`src/rtl/temp_pkg.sv`:
```
// Shared types and constants for the temperature BCD path (converter and monitor).
package temp_pkg;

  typedef enum logic [1:0] {
    StIdle,
    StAbs,
    StShift,
    StDone
  } state_e;

  localparam int unsigned BCD_DIGITS = 3;
  localparam int unsigned MAX_MAG    = 999;

  typedef logic [3:0] bcd_digit_t;

endpackage

```
`src/rtl/temp_bcd_conv_if.sv`:
```
// Sample handshake plus BCD result bundle between the sensor front end and the converter.
interface temp_bcd_conv_if
  import temp_pkg::*;
#(
  parameter int unsigned W = 11
);

  logic [W-1:0] sample;
  logic         sample_valid;
  logic         sample_ready;
  bcd_digit_t   temp_value_ones;
  bcd_digit_t   temp_value_tens;
  bcd_digit_t   temp_value_huns;
  logic         temp_value_sign;
  logic         sat;
  logic         out_valid;

  modport master (
    output sample,
    output sample_valid,
    input  sample_ready,
    input  temp_value_ones,
    input  temp_value_tens,
    input  temp_value_huns,
    input  temp_value_sign,
    input  sat,
    input  out_valid
  );

  modport slave (
    input  sample,
    input  sample_valid,
    output sample_ready,
    output temp_value_ones,
    output temp_value_tens,
    output temp_value_huns,
    output temp_value_sign,
    output sat,
    output out_valid
  );

endinterface

```
`src/rtl/bcd_add3.sv`:
```
// Double-dabble digit correction: a digit of 5 or more gets +3 before the next shift.
module bcd_add3
  import temp_pkg::*;
(
  input  bcd_digit_t digit_i,
  output bcd_digit_t digit_o
);

  assign digit_o = (digit_i >= 4'd5) ? digit_i + 4'd3 : digit_i;

endmodule

```
`src/rtl/temp_bcd_conv.sv`:
```
// Signed binary to sign-magnitude BCD converter, one magnitude bit per cycle, saturating
// at MAX_MAG.
module temp_bcd_conv
  import temp_pkg::*;
#(
  parameter int unsigned W       = 11,
  parameter int unsigned MAX_MAG = temp_pkg::MAX_MAG
) (
  input  logic           clk,
  input  logic           rst,
  temp_bcd_conv_if.slave bus
);

  localparam int unsigned CntW = $clog2(W);
  localparam int unsigned BcdW = 4 * BCD_DIGITS;

  state_e            state_q, state_d;
  logic [W-1:0]      sample_q, sample_d;
  logic [W-1:0]      mag_q, mag_d;
  logic [BcdW-1:0]   bcd_q, bcd_d;
  logic [CntW-1:0]   cnt_q, cnt_d;
  logic              sign_q, sign_d;
  logic              sat_q, sat_d;
  logic [BcdW-1:0]   out_bcd_q, out_bcd_d;
  logic              out_sign_q, out_sign_d;
  logic              out_sat_q, out_sat_d;

  logic [W-1:0]      abs_mag;
  logic              sat_now;
  logic [BcdW-1:0]   bcd_adj;
  logic [BcdW-1:0]   bcd_shift;
  logic [W-1:0]      mag_shift;

  // Unsigned W-bit result so that the most negative sample maps to 2^(W-1) without overflow.
  assign abs_mag = sample_q[W-1] ? (~sample_q + W'(1)) : sample_q;
  assign sat_now = abs_mag > W'(MAX_MAG);

  for (genvar i = 0; i < BCD_DIGITS; i++) begin : g_add3
    bcd_add3 u_bcd_add3 (
      .digit_i(bcd_q[4*i +: 4]),
      .digit_o(bcd_adj[4*i +: 4])
    );
  end

  assign bcd_shift = {bcd_adj[BcdW-2:0], mag_q[W-1]};
  assign mag_shift = {mag_q[W-2:0], 1'b0};

  always_comb begin
    state_d    = state_q;
    sample_d   = sample_q;
    mag_d      = mag_q;
    bcd_d      = bcd_q;
    cnt_d      = cnt_q;
    sign_d     = sign_q;
    sat_d      = sat_q;
    out_bcd_d  = out_bcd_q;
    out_sign_d = out_sign_q;
    out_sat_d  = out_sat_q;
    unique case (state_q)
      StIdle: begin
        if (bus.sample_valid) begin
          sample_d = bus.sample;
          state_d  = StAbs;
        end
      end
      StAbs: begin
        sign_d  = sample_q[W-1] && (abs_mag != '0);
        sat_d   = sat_now;
        mag_d   = sat_now ? W'(MAX_MAG) : abs_mag;
        bcd_d   = '0;
        cnt_d   = CntW'(W - 1);
        state_d = StShift;
      end
      StShift: begin
        bcd_d = bcd_shift;
        mag_d = mag_shift;
        cnt_d = cnt_q - CntW'(1);
        // Final shift: results land on the outputs as the FSM enters DONE.
        if (cnt_q == '0) begin
          out_bcd_d  = bcd_shift;
          out_sign_d = sign_q;
          out_sat_d  = sat_q;
          state_d    = StDone;
        end
      end
      StDone: begin
        state_d = StIdle;
      end
      default: begin
        state_d = StIdle;
      end
    endcase
  end

  always_ff @(posedge clk or negedge rst) begin
    if (!rst) begin
      state_q    <= StIdle;
      sample_q   <= '0;
      mag_q      <= '0;
      bcd_q      <= '0;
      cnt_q      <= '0;
      sign_q     <= 1'b0;
      sat_q      <= 1'b0;
      out_bcd_q  <= '0;
      out_sign_q <= 1'b0;
      out_sat_q  <= 1'b0;
    end else begin
      state_q    <= state_d;
      sample_q   <= sample_d;
      mag_q      <= mag_d;
      bcd_q      <= bcd_d;
      cnt_q      <= cnt_d;
      sign_q     <= sign_d;
      sat_q      <= sat_d;
      out_bcd_q  <= out_bcd_d;
      out_sign_q <= out_sign_d;
      out_sat_q  <= out_sat_d;
    end
  end

  assign bus.sample_ready    = (state_q == StIdle);
  assign bus.out_valid       = (state_q == StDone);
  assign bus.temp_value_ones = out_bcd_q[3:0];
  assign bus.temp_value_tens = out_bcd_q[7:4];
  assign bus.temp_value_huns = out_bcd_q[11:8];
  assign bus.temp_value_sign = out_sign_q;
  assign bus.sat             = out_sat_q;

endmodule

```
`src/flat_wrapper.sv`:
```
// flat-port wrapper written by rule: the top's interface ports become plain ports
module temp_bcd_conv_flat import temp_pkg::*;
#(
  parameter int unsigned W       = 11,
  parameter int unsigned MAX_MAG = temp_pkg::MAX_MAG
)
  (clk, rst, bus_sample, bus_sample_valid, bus_sample_ready, bus_temp_value_ones, bus_temp_value_tens, bus_temp_value_huns, bus_temp_value_sign, bus_sat, bus_out_valid);
  temp_bcd_conv_if #(.W(W)) bus_i ();
  input  logic clk;
  input  logic rst;
  input wire logic [$bits(bus_i.sample)-1:0] bus_sample;
  input wire logic [$bits(bus_i.sample_valid)-1:0] bus_sample_valid;
  output wire logic [$bits(bus_i.sample_ready)-1:0] bus_sample_ready;
  output wire logic [$bits(bus_i.temp_value_ones)-1:0] bus_temp_value_ones;
  output wire logic [$bits(bus_i.temp_value_tens)-1:0] bus_temp_value_tens;
  output wire logic [$bits(bus_i.temp_value_huns)-1:0] bus_temp_value_huns;
  output wire logic [$bits(bus_i.temp_value_sign)-1:0] bus_temp_value_sign;
  output wire logic [$bits(bus_i.sat)-1:0] bus_sat;
  output wire logic [$bits(bus_i.out_valid)-1:0] bus_out_valid;
  assign bus_i.sample = bus_sample;
  assign bus_i.sample_valid = bus_sample_valid;
  assign bus_sample_ready = bus_i.sample_ready;
  assign bus_temp_value_ones = bus_i.temp_value_ones;
  assign bus_temp_value_tens = bus_i.temp_value_tens;
  assign bus_temp_value_huns = bus_i.temp_value_huns;
  assign bus_temp_value_sign = bus_i.temp_value_sign;
  assign bus_sat = bus_i.sat;
  assign bus_out_valid = bus_i.out_valid;
  temp_bcd_conv #(.W(W), .MAX_MAG(MAX_MAG)) u_core (.clk(clk), .rst(rst), .bus(bus_i));
endmodule
```
`config.mk`:
```
export PLATFORM = sky130hd
export DESIGN_NAME = temp_bcd_conv_flat
export DESIGN_NICKNAME = d
export VERILOG_FILES = /design/src/rtl/temp_pkg.sv /design/src/rtl/temp_bcd_conv_if.sv /design/src/rtl/bcd_add3.sv /design/src/rtl/temp_bcd_conv.sv /design/src/flat_wrapper.sv
export SDC_FILE = /design/constraint.sdc
export NUM_CORES = 1
export LEC_CHECK = 0
export CAP_MARGIN = 20
export CORE_MARGIN = 4
export CORE_UTILIZATION = 47
export CTS_CLUSTER_SIZE = 30
export DETAILED_ROUTE_END_ITERATION = 8
export GPL_TIMING_DRIVEN = 0
export HOLD_SLACK_MARGIN = 0.1
export PLACE_DENSITY = 0.68
export SLEW_MARGIN = 20
export SYNTH_ARGS = -nofsm -noshare
export SYNTH_HDL_FRONTEND = slang
export SYNTH_SLANG_ARGS = --single-unit
```
`constraint.sdc`:
```
create_clock -name clk -period 7.2 [get_ports clk]
set_clock_uncertainty 0.2 [all_clocks]
set_input_delay 1.44 -clock clk [delete_from_list [all_inputs] [get_ports clk]]
set_output_delay 1.44 -clock clk [all_outputs]
set_load 0.02 [all_outputs]
```
# Yosys cells after proc, flatten, opt, wreduce, memory -nomap -nowiden
# Cells that the tools add are included.
classes:
  n_addsub: 5
  reduce_logical: 8
  n_mux: 11
  n_eq_ne: 5
  bitwise: 1
  magnitude_cmp: 4
ops:
  columns: ["operator", "n"]
  rows:
  - ["$pmux W12 S2", 1]
  - ["$mux W11", 2]
  - ["$pmux W11 S2", 1]
  - ["$ge A4 B3 Y1 const B", 3]
  - ["$add A11 B1 Y11 const B", 1]
  - ["$gt A11 B10 Y1 const B", 1]
  - ["$not A11 Y11", 1]
  - ["$reduce_bool A11 Y1", 1]
  - ["$add A4 B2 Y4 const B", 2]
  - ["$mux W4", 2]
  - ["$pmux W2 S4", 1]
  - ["$pmux W4 S2", 1]
  - ["$reduce_and A2 Y1", 3]
  - ["$eq A2 B2 Y1 const B", 2]
  - ["$logic_not A4 Y1", 1]
  - ["$mux W2", 2]
  - ["$sub A4 B1 Y4 const B", 1]
  - ["$add A3 B2 Y3 const B", 1]
  - ["$mux W3", 1]
  - ["$eq A2 B1 Y1 const B", 1]
  - ["$logic_not A2 Y1", 1]
  - ["$ne A2 B1 Y1 const B", 1]
  - ["$ne A2 B2 Y1 const B", 1]
  - ["$reduce_bool A2 Y1", 1]
  - ["$logic_and A1 B1 Y1", 1]
totals:
  reg_bits: 56
  output_inout_bits: 16
  elab_cells: 44
  inputBits: 14

# Logic depth before layout (Yosys ltp)
# Gate-level depths: netlist of run 1.
depth:
  word_depth: 6
  mapped_depth: 8
  depth_no_buf: 8

# By module
# Synthesis of run 1 repeated with hierarchy kept, for this count alone.
unflattened:
  hier_cells: 347
  hier_area_um2: 3254.4
modules_own_cells:
  columns: ["mod", "area_per_inst_um2", "seq_area_each_um2", "cells_each", "n_inst"]
  rows:
  - ["temp_bcd_conv", 2950.3, 1401.3, 299, 1]
  - ["bcd_add3", 101.3, 0.0, 16, 3]

# Worst setup path before layout of run 1
# OpenSTA, ideal clock, no wires.
synth_timing:
  path_type: "input to register"
  from: "input port bus_sample_valid"
  to: "register u_core.sample_q[0]"
  slack_ns: 4.668
  setup_ns: 0.125
  arrival_ns: 2.207
  required_ns: 6.875
  n_path_buf: 1
  stages: 3
  path_cell_list: "nand2_1 > clkbuf_1 > mux2_2"
synth_via:
  elab_chain_len: 1
synth_lines:
  columns: ["item", "line_no", "rtl"]
  rows:
  - ["start, declared", "flat_wrapper.sv:12", "input wire logic [$bits(bus_i.sample_valid)-1:0] bus_sample_valid;"]
  - ["$reduce_and A2 Y1 (no line)", null, null]
  - ["end signal, assigned", "temp_bcd_conv.sv:109", "sample_q <= sample_d;"]
  - ["end, declared", "temp_bcd_conv.sv:18", "logic [W-1:0] sample_q, sample_d;"]
# Every way passes these cells.
# A chain may end at the register's enable or synchronous reset.

# Worst setup path after layout of run 1
layout_timing:
  from: "register u_core.state_q[0]"
  to: "output port bus_sample_ready"
layout_via:
  elab_chain_len: 1
layout_lines:
  columns: ["item", "line_no", "rtl"]
  rows:
  - ["start, declared", "temp_bcd_conv.sv:17", "state_e state_q, state_d;"]
  - ["start signal, assigned", "temp_bcd_conv.sv:97", "state_q <= StIdle;"]
  - ["start signal, assigned", "temp_bcd_conv.sv:108", "state_q <= state_d;"]
  - ["$logic_not A2 Y1", "temp_bcd_conv.sv:121", "assign bus.sample_ready = (state_q == StIdle);"]
  - ["end, declared", "flat_wrapper.sv:13", "output wire logic [$bits(bus_i.sample_ready)-1:0] bus_sample_ready;"]
# Every way passes these cells.

==> results of run 1 <==
[per-stage QoR]
stage	hold slack (ns)	util, %
after floorplan	0.2380	-
after detailed placement	0.2658	55.24
after CTS	0.2909	57.27
final	0.2866	57.27
after global routing	0.3051	57.27
after global placement	0.2612	55.28
[power by group through the flow]
stage	registers (µW)	clock network [µW]	logic [µW]
final	472	220	674
after global routing	483	239	755
after CTS	472	224	677
after detailed placement	478	0	673
after global placement	475	0	655
after floorplan	468	0	506
[sequential cells by signal, indices dropped and copies added (netlist names)]
signal                      count
u_core.out_bcd_q               12
u_core.bus.temp_value_sign      1
u_core.mag_q                   11
u_core.cnt_q                    4
u_core.bcd_q                   12
u_core.bus.sat                  1
u_core.sign_q                   1
u_core.sat_q                    1
u_core.sample_q                11
u_core.state_q                  2
[placed cells by master (no fill, tap or decap), drive strengths merged, types with 2 or more instances in the layout]
master / count
mux2i: 2
o21ai: 26
dfrtp: 56
or4: 3
nand2: 34
nor2: 16
clkbuf: 20
o31ai: 2
or3: 2
nand3: 8
or2: 2
nor2b: 2
nor4: 2
xor2: 3
nor3: 6
ha: 13
mux2: 20
o22ai: 14
clkdlybuf4s50: 28
a21oi: 11
a31oi: 7
buf: 5
xnor2: 6
nand2b: 3
a2bb2oi: 3
inv: 23
nor4b: 2
[kinds of logic after synthesis]
| family | share of synthesized area (%) |
|---|---|
| multiplexers | 8.376 |
| AO/OA/AOI/OAI | 15.09 |
| adder cells (fa/ha/maj) | 5.556 |
| AND/OR/NAND/NOR | 14.87 |
| flip-flops | 47.86 |
| buffers and inverters | 5.555 |
| XOR/XNOR | 2.692 |
[per-layer routing]
metal  global-route usage [%]  vias to the layer above
met2                    28.85                       46
met3                    3.406                        7
met5                        0                        -
met4                    5.524                        0
li1                         -                     1127
met1                    22.96                     1080
[cell usage after synthesis (3+ instances only)]
cell type,number
dfrtp_1,56
nand2_1,34
o21ai_0,26
inv_1,23
mux2_2,20
nor2_1,16
clkbuf_1,14
o22ai_1,14
ha_1,13
a21oi_1,11
nand3_1,8
a31oi_1,7
nor3_1,6
xnor2_1,6
a2bb2oi_1,3
nand2b_1,3
or4_1,3
xor2_1,3
[worst max-delay path, cell delays in order (launching register included)]
cell,delay (ns)
dfrtp_1,0.43
inv_1,0.10
ha_1,0.21
clkdlybuf4s50_1,0.63
[worst paths after layout]
check | cells past startpoint | slack [ns] | endpoint
worst max register to register | 7 | 4.55 | u_core.mag_q[3]$_DFFE_PN0P_
worst min register to register | 2 | 0.29 | u_core.out_bcd_q[0]$_DFFE_PN0P_
max in group asynchronous | 1 | 5.37 | u_core.mag_q[8]$_DFFE_PN0P_
worst max-delay path | 3 | 3.88 | bus_sample_ready
worst min-delay path | 2 | 0.29 | u_core.out_bcd_q[0]$_DFFE_PN0P_
min in group asynchronous | 1 | 0.97 | u_core.out_bcd_q[1]$_DFFE_PN0P_
[area by class of cell]
cell class,instances,share of cell area (%)
multi-input combinational,204,39.75
tap,75,2.735
clock buffer,6,2.407
buffer,18,2.225
timing repair buffer,29,8.388
sequential,56,40.85
clock inverter,2,1.131
inverter,23,2.516
==> out/qor.csv, run 1 <==
stage;metric;value;unit
power_and_ir_drop;switchingPower;552.9;µW
cts;postCtsSetupBuffers;0;
finish;final.fill_count;546;
timing;finalSetupTns;0;ns
floorplan;die-height;86.93;µm
floorplan;initial_core_util;48.87;%
logic_synthesis;syn_area_per_cell;9.727;µm²
critical_path;path_class;flip-flop to output pin;
timing;setup_ws;3.878;ns
grt;antenna_found_initial;0;
cts;clockBufferDepth;2;
timing;setup_viol;0;
critical_path;critical_path_peak_fanout;4;
logic_synthesis;yosysTopAreaCell;dfrtp_1;
min_path;hp-start;u_core.out_bcd_q[0]$_DFFE_PN0P_;
power_and_ir_drop;power_leakage;0.001434;µW
power_and_ir_drop;share_comb_of_total_power;49.3;%
job;maxCapViolCount;0;
route;drt-met1-wl;2816;µm
run_status;status;complete, no violations;
critical_path;cp-startpoint;u_core.state_q[0]$_DFFE_PN0P_;
place;dpl_worst_slack;4.057;ns
critical_path;critPathCaptureType;output pin;
critical_path;worstPathRequired;5.56;ns
logic_synthesis;synth_ff_type;dfrtp_1;
logic_synthesis;seq_area_frac_synth;47.86;%
finish;multiInputGateArea;1364;µm²
timing;finalHoldViolations;0;
power_and_ir_drop;irDropWorstVdd;0.2829;mV
finish;instances_no_fill;413;
grt;grt_pass1_wl;10290;µm
power_and_ir_drop;p_int;812.2;µW
power_and_ir_drop;switching_share;40.50;%
place;dp.cells;405;
route;drc_errors;0;
finish;area_growth;17.18;%
cts;clkSlewWorstSetupHoldPaths;0.11;ns
min_path;min_path_type;flip-flop to flip-flop;
logic_synthesis;synth-edff-count;0;
place;placed_cell_area;3309;µm²
logic_synthesis;yosys_warnings;0;
route;vias;2260;
floorplan;std_cell_rows;28;
logic_synthesis;ys_ff_latch;56;
route;antenna_left;0;
timing;fmax;0.3011;GHz
route;drtIter0Drc;113;
cts;cts_max_level;2;
power_and_ir_drop;seqPwrFrac;34.6;%
finish;layout-drive-gt1-share;10.36;%
cts;cts_tree;done;
grt;grt_max_degree;57;
timing;rsz0062_at_grt;no;
route;wl_per_cell;14.63;µm
power_and_ir_drop;powerDensity;397.9;nW/µm²
finish;seq_area;1401;µm²
timing;worstMarginPinSlew;0.7029;ns
route;topRoutingLayerUsed;met4;
power_and_ir_drop;clockPowerShare;16.1;%
logic_synthesis;yosys.area.top_type_share;47.86;%
place;gp_congestion;0.7554;
critical_path;r2r-start;u_core.sample_q[0]$_DFFE_PN0P_;
cts;clockRootBuffer;clkbuf_8;
place;dp.final_hpwl;4398;µm
cts;hold_buffers;0;
cts;cts_buffers;5;
grt;grt_pass1_vias;2121;
timing;slew_headroom;53.14;%
cts;clkSinkCount;56;
critical_path;cp.arrival;1.68;ns
floorplan;chipWidth;86.93;µm
route;first_pass_iters;5;
finish;diodes;0;
logic_synthesis;synthDistinctLibCells;46;
timing;final.min_clock_period;3.322;ns
timing;finalMaxSlewViolations;0;
timing;min_period_over_period;46.13;%
route;met2_length;2898;µm
logic_synthesis;synth_cells;301;
grt;grt_use_total;17.42;%
finish;final_cell_area;3431;µm²
route;vias_per_cell;5.472;
cts;worstSkewPairLatency;0.31;ns
cts;ctsResizeCount;0;
logic_synthesis;synth_nets;328;
logic_synthesis;async_flop_share;100.0;%
route;wl_met3;250;µm
route;wirelength;6044;µm
grt;gr-total-overflow;0;
place;port_buffers;29;
logic_synthesis;netlist_top_cells_area;dfrtp_1, mux2_2, ha_1;
floorplan;top_level_ports;30;
logic_synthesis;syn-cell-area;2928;µm²
power_and_ir_drop;power;1365;µW
floorplan;dieArea;7556;µm²
critical_path;crit_path_start_kind;flip-flop;
finish;nets;364;
floorplan;coreArea;5991;µm²
Note: power is estimated with default switching activity, not from simulation.
==> run 2, diff against run 1 <==
PLACE_DENSITY = 0.71   (was 0.68)
clock period = 2.7 ns   (was 7.2 ns; I/O delays follow)
==> run 2 against run 1 <==
Setup slack got worse by 3.8 ns. Routed wire length decreased by 4.7%. Final cell count unchanged. Largest power group unchanged. Sequential share of layout area decreased by 0.44 points. Critical endpoint is now u_core.mag_q[3]$_DFFE_PN0P_. Register-to-register slack got worse by 4.5 ns. Combinational power increased to 2.8 times the previous value. Critical path depth increased by 4. Non-clock buffer count unchanged. Via count increased by 0.44%. Highest routed layer unchanged. Clock-buffer cell count unchanged. Sequential power increased to 2.7 times the previous value.
==> out/qor.csv, run 2 (synthesis gave the netlist of run 1 again) <==
stage;metric;value;unit
run_status;status;complete, no violations;
critical_path;critical_path_peak_fanout;8;
grt;grt_pass1_wl;9970;µm
cts;worstSkewPairLatency;0.30;ns
critical_path;path_delay_family;simple AND/OR/NAND/NOR gates;
route;antenna_left;0;
route;vias_per_cell;5.496;
finish;area_growth;18.46;%
grt;gr-total-overflow;0;
timing;rsz0062_at_grt;no;
grt;grt_max_degree;57;
timing;slew_headroom;53.36;%
floorplan;coreArea;5991;µm²
critical_path;worstPathRequired;2.73;ns
job;maxCapViolCount;0;
route;wl_per_cell;13.95;µm
power_and_ir_drop;power;3607;µW
min_path;min_path_type;flip-flop to flip-flop;
timing;finalMaxSlewViolations;0;
place;gp_congestion;0.8348;
place;dp.final_hpwl;4249;µm
finish;final_cell_mix;dfrtp_1, nand2_1, clkdlybuf4s50_1;
cts;postCtsSetupBuffers;0;
critical_path;regToRegEndpoint;u_core.mag_q[3]$_DFFE_PN0P_;
critical_path;r2r_setup_slack;0.07;ns
route;first_pass_iters;4;
critical_path;crit_cells;7;
floorplan;top_level_ports;30;
critical_path;cp.arrival;2.66;ns
power_and_ir_drop;power_leakage;0.001433;µW
floorplan;dieArea;7556;µm²
critical_path;slowest_stage;or4_4;
grt;grt_pass1_vias;2183;
critical_path;path_class;flip-flop to flip-flop;
floorplan;die-height;86.93;µm
cts;clockBufferDepth;2;
cts;cts_buffers;5;
finish;layout-drive-gt1-share;13.02;%
grt;grt_use_total;16.34;%
critical_path;cp_common_cell;or4_4;
finish;layout.cells.most_common;dfrtp_1;
finish;nets;364;
cts;clockRootBuffer;clkbuf_8;
timing;finalHoldViolations;0;
grt;antenna_found_initial;0;
floorplan;std_cell_rows;28;
timing;final.min_clock_period;2.631;ns
timing;setup_viol;0;
critical_path;critPathCaptureType;flip-flop;
timing;worstMarginPinSlew;0.6996;ns
place;port_buffers;29;
power_and_ir_drop;powerDensity;1040;nW/µm²
critical_path;slowest_delay;0.50;ns
critical_path;worst-path-buf-inv;1;
critical_path;crit_path_start_kind;flip-flop;
power_and_ir_drop;irDropWorstVdd;0.6740;mV
route;drc_errors;0;
cts;clkSinkCount;56;
critical_path;path_cells;buf_6 -> or3_4 -> or4_4 -> nand3_2 -> and4bb_4 -> or4_4 -> a31oi_4;
cts;cts_max_level;2;
route;vias;2270;
critical_path;r2r-start;u_core.sample_q[2]$_DFFE_PN0P_;
floorplan;chipWidth;86.93;µm
critical_path;endpoint;u_core.mag_q[3]$_DFFE_PN0P_;
critical_path;cp-startpoint;u_core.sample_q[2]$_DFFE_PN0P_;
min_path;worstHoldPathCells;2;
route;drtIter0Drc;191;
timing;fmax;0.3801;GHz
timing;timing.hold.ws;0.2810;ns
timing;min_period_over_period;97.44;%
cts;clkSlewWorstSetupHoldPaths;0.10;ns
finish;diodes;0;
finish;final.fill_count;540;
critical_path;r2r_cells;7;
floorplan;initial_core_util;48.87;%
route;wirelength;5761;µm
timing;finalSetupTns;0;ns
cts;cts_tree;done;
finish;reg_top3;u_core.bcd_q x12, u_core.out_bcd_q x12;
==> run 2: worst reg2reg max path, stage by stage (launching register included) <==
cell and delay (ns):
dfrtp_1 0.39, buf_6 0.14, or3_4 0.34, or4_4 0.49, nand3_2 0.10, and4bb_4 0.21
or4_4 0.50, a31oi_4 0.19
==> run 2: what timing repair did <==
| item | CTS | global route |
|---|---|---|
| pin swaps | 0 | 2 |
| hold buffers | 1 | 0 |
| hold endpoints to repair | 5 | 0 |
| resized for setup | 1 | 11 |
| gates cloned | 0 | 0 |
| endpoints found under the setup margin | 1 | 4 |
==> run 2: area by class of cell <==
class / count / area (µm²) / area share, %
buffer: 17 / 72.57 / 2.092
clock buffer: 6 / 72.57 / 2.092
clock inverter: 2 / 16.27 / 0.4690
inverter: 23 / 86.33 / 2.489
multi-input combinational: 204 / 1428 / 41.16
sequential: 56 / 1401 / 40.40
tap: 75 / 93.84 / 2.706
timing repair buffer: 30 / 297.8 / 8.586
==> run 2: layer usage <==
layer  GRT usage, %  wire length, µm
met2          27.88             2829
met4          3.824               60
met1          21.79             2643
met5              0                0
met3          2.554              227
==> run 2: per-stage QoR <==
stage               cells  worst slack (ns)  instance area [µm²]  util [%]
floorplan             301            0.2511                 2928         -
global placement      405           -0.8485                 3312     55.28
detailed placement    405          -0.02932                 3309     55.24
CTS                   414          0.002331                 3413     56.98
global route          413          0.005028                 3468     57.89
finish                413           0.06911                 3468     57.89
==> run 2: worst min path at each step <==
| stage | end | slack [ns] | from |
|---|---|---|---|
| final | u_core.bus.sat$_DFFE_PN0P_ | 0.28 | u_core.sat_q$_DFFE_PN0N_ |
| after global routing | u_core.bus.sat$_DFFE_PN0P_ | 0.30 | u_core.sat_q$_DFFE_PN0N_ |
| after CTS | u_core.bus.temp_value_sign$_DFFE_PN0P_ | 0.29 | u_core.bus.temp_value_sign$_DFFE_PN0P_ |
| after detailed placement | u_core.bus.sat$_DFFE_PN0P_ | 0.27 | u_core.bus.sat$_DFFE_PN0P_ |
| after global placement | u_core.out_bcd_q[7]$_DFFE_PN0P_ | 0.26 | u_core.out_bcd_q[7]$_DFFE_PN0P_ |
| after floorplan | u_core.bcd_q[0]$_DFFE_PN0P_ | 0.04 | rst |
==> run 2: power by group <==
part           switching (µW)  internal, µW
sequential                185          1090
clock                     269           185
combinational            1050           826
total                    1500          2100
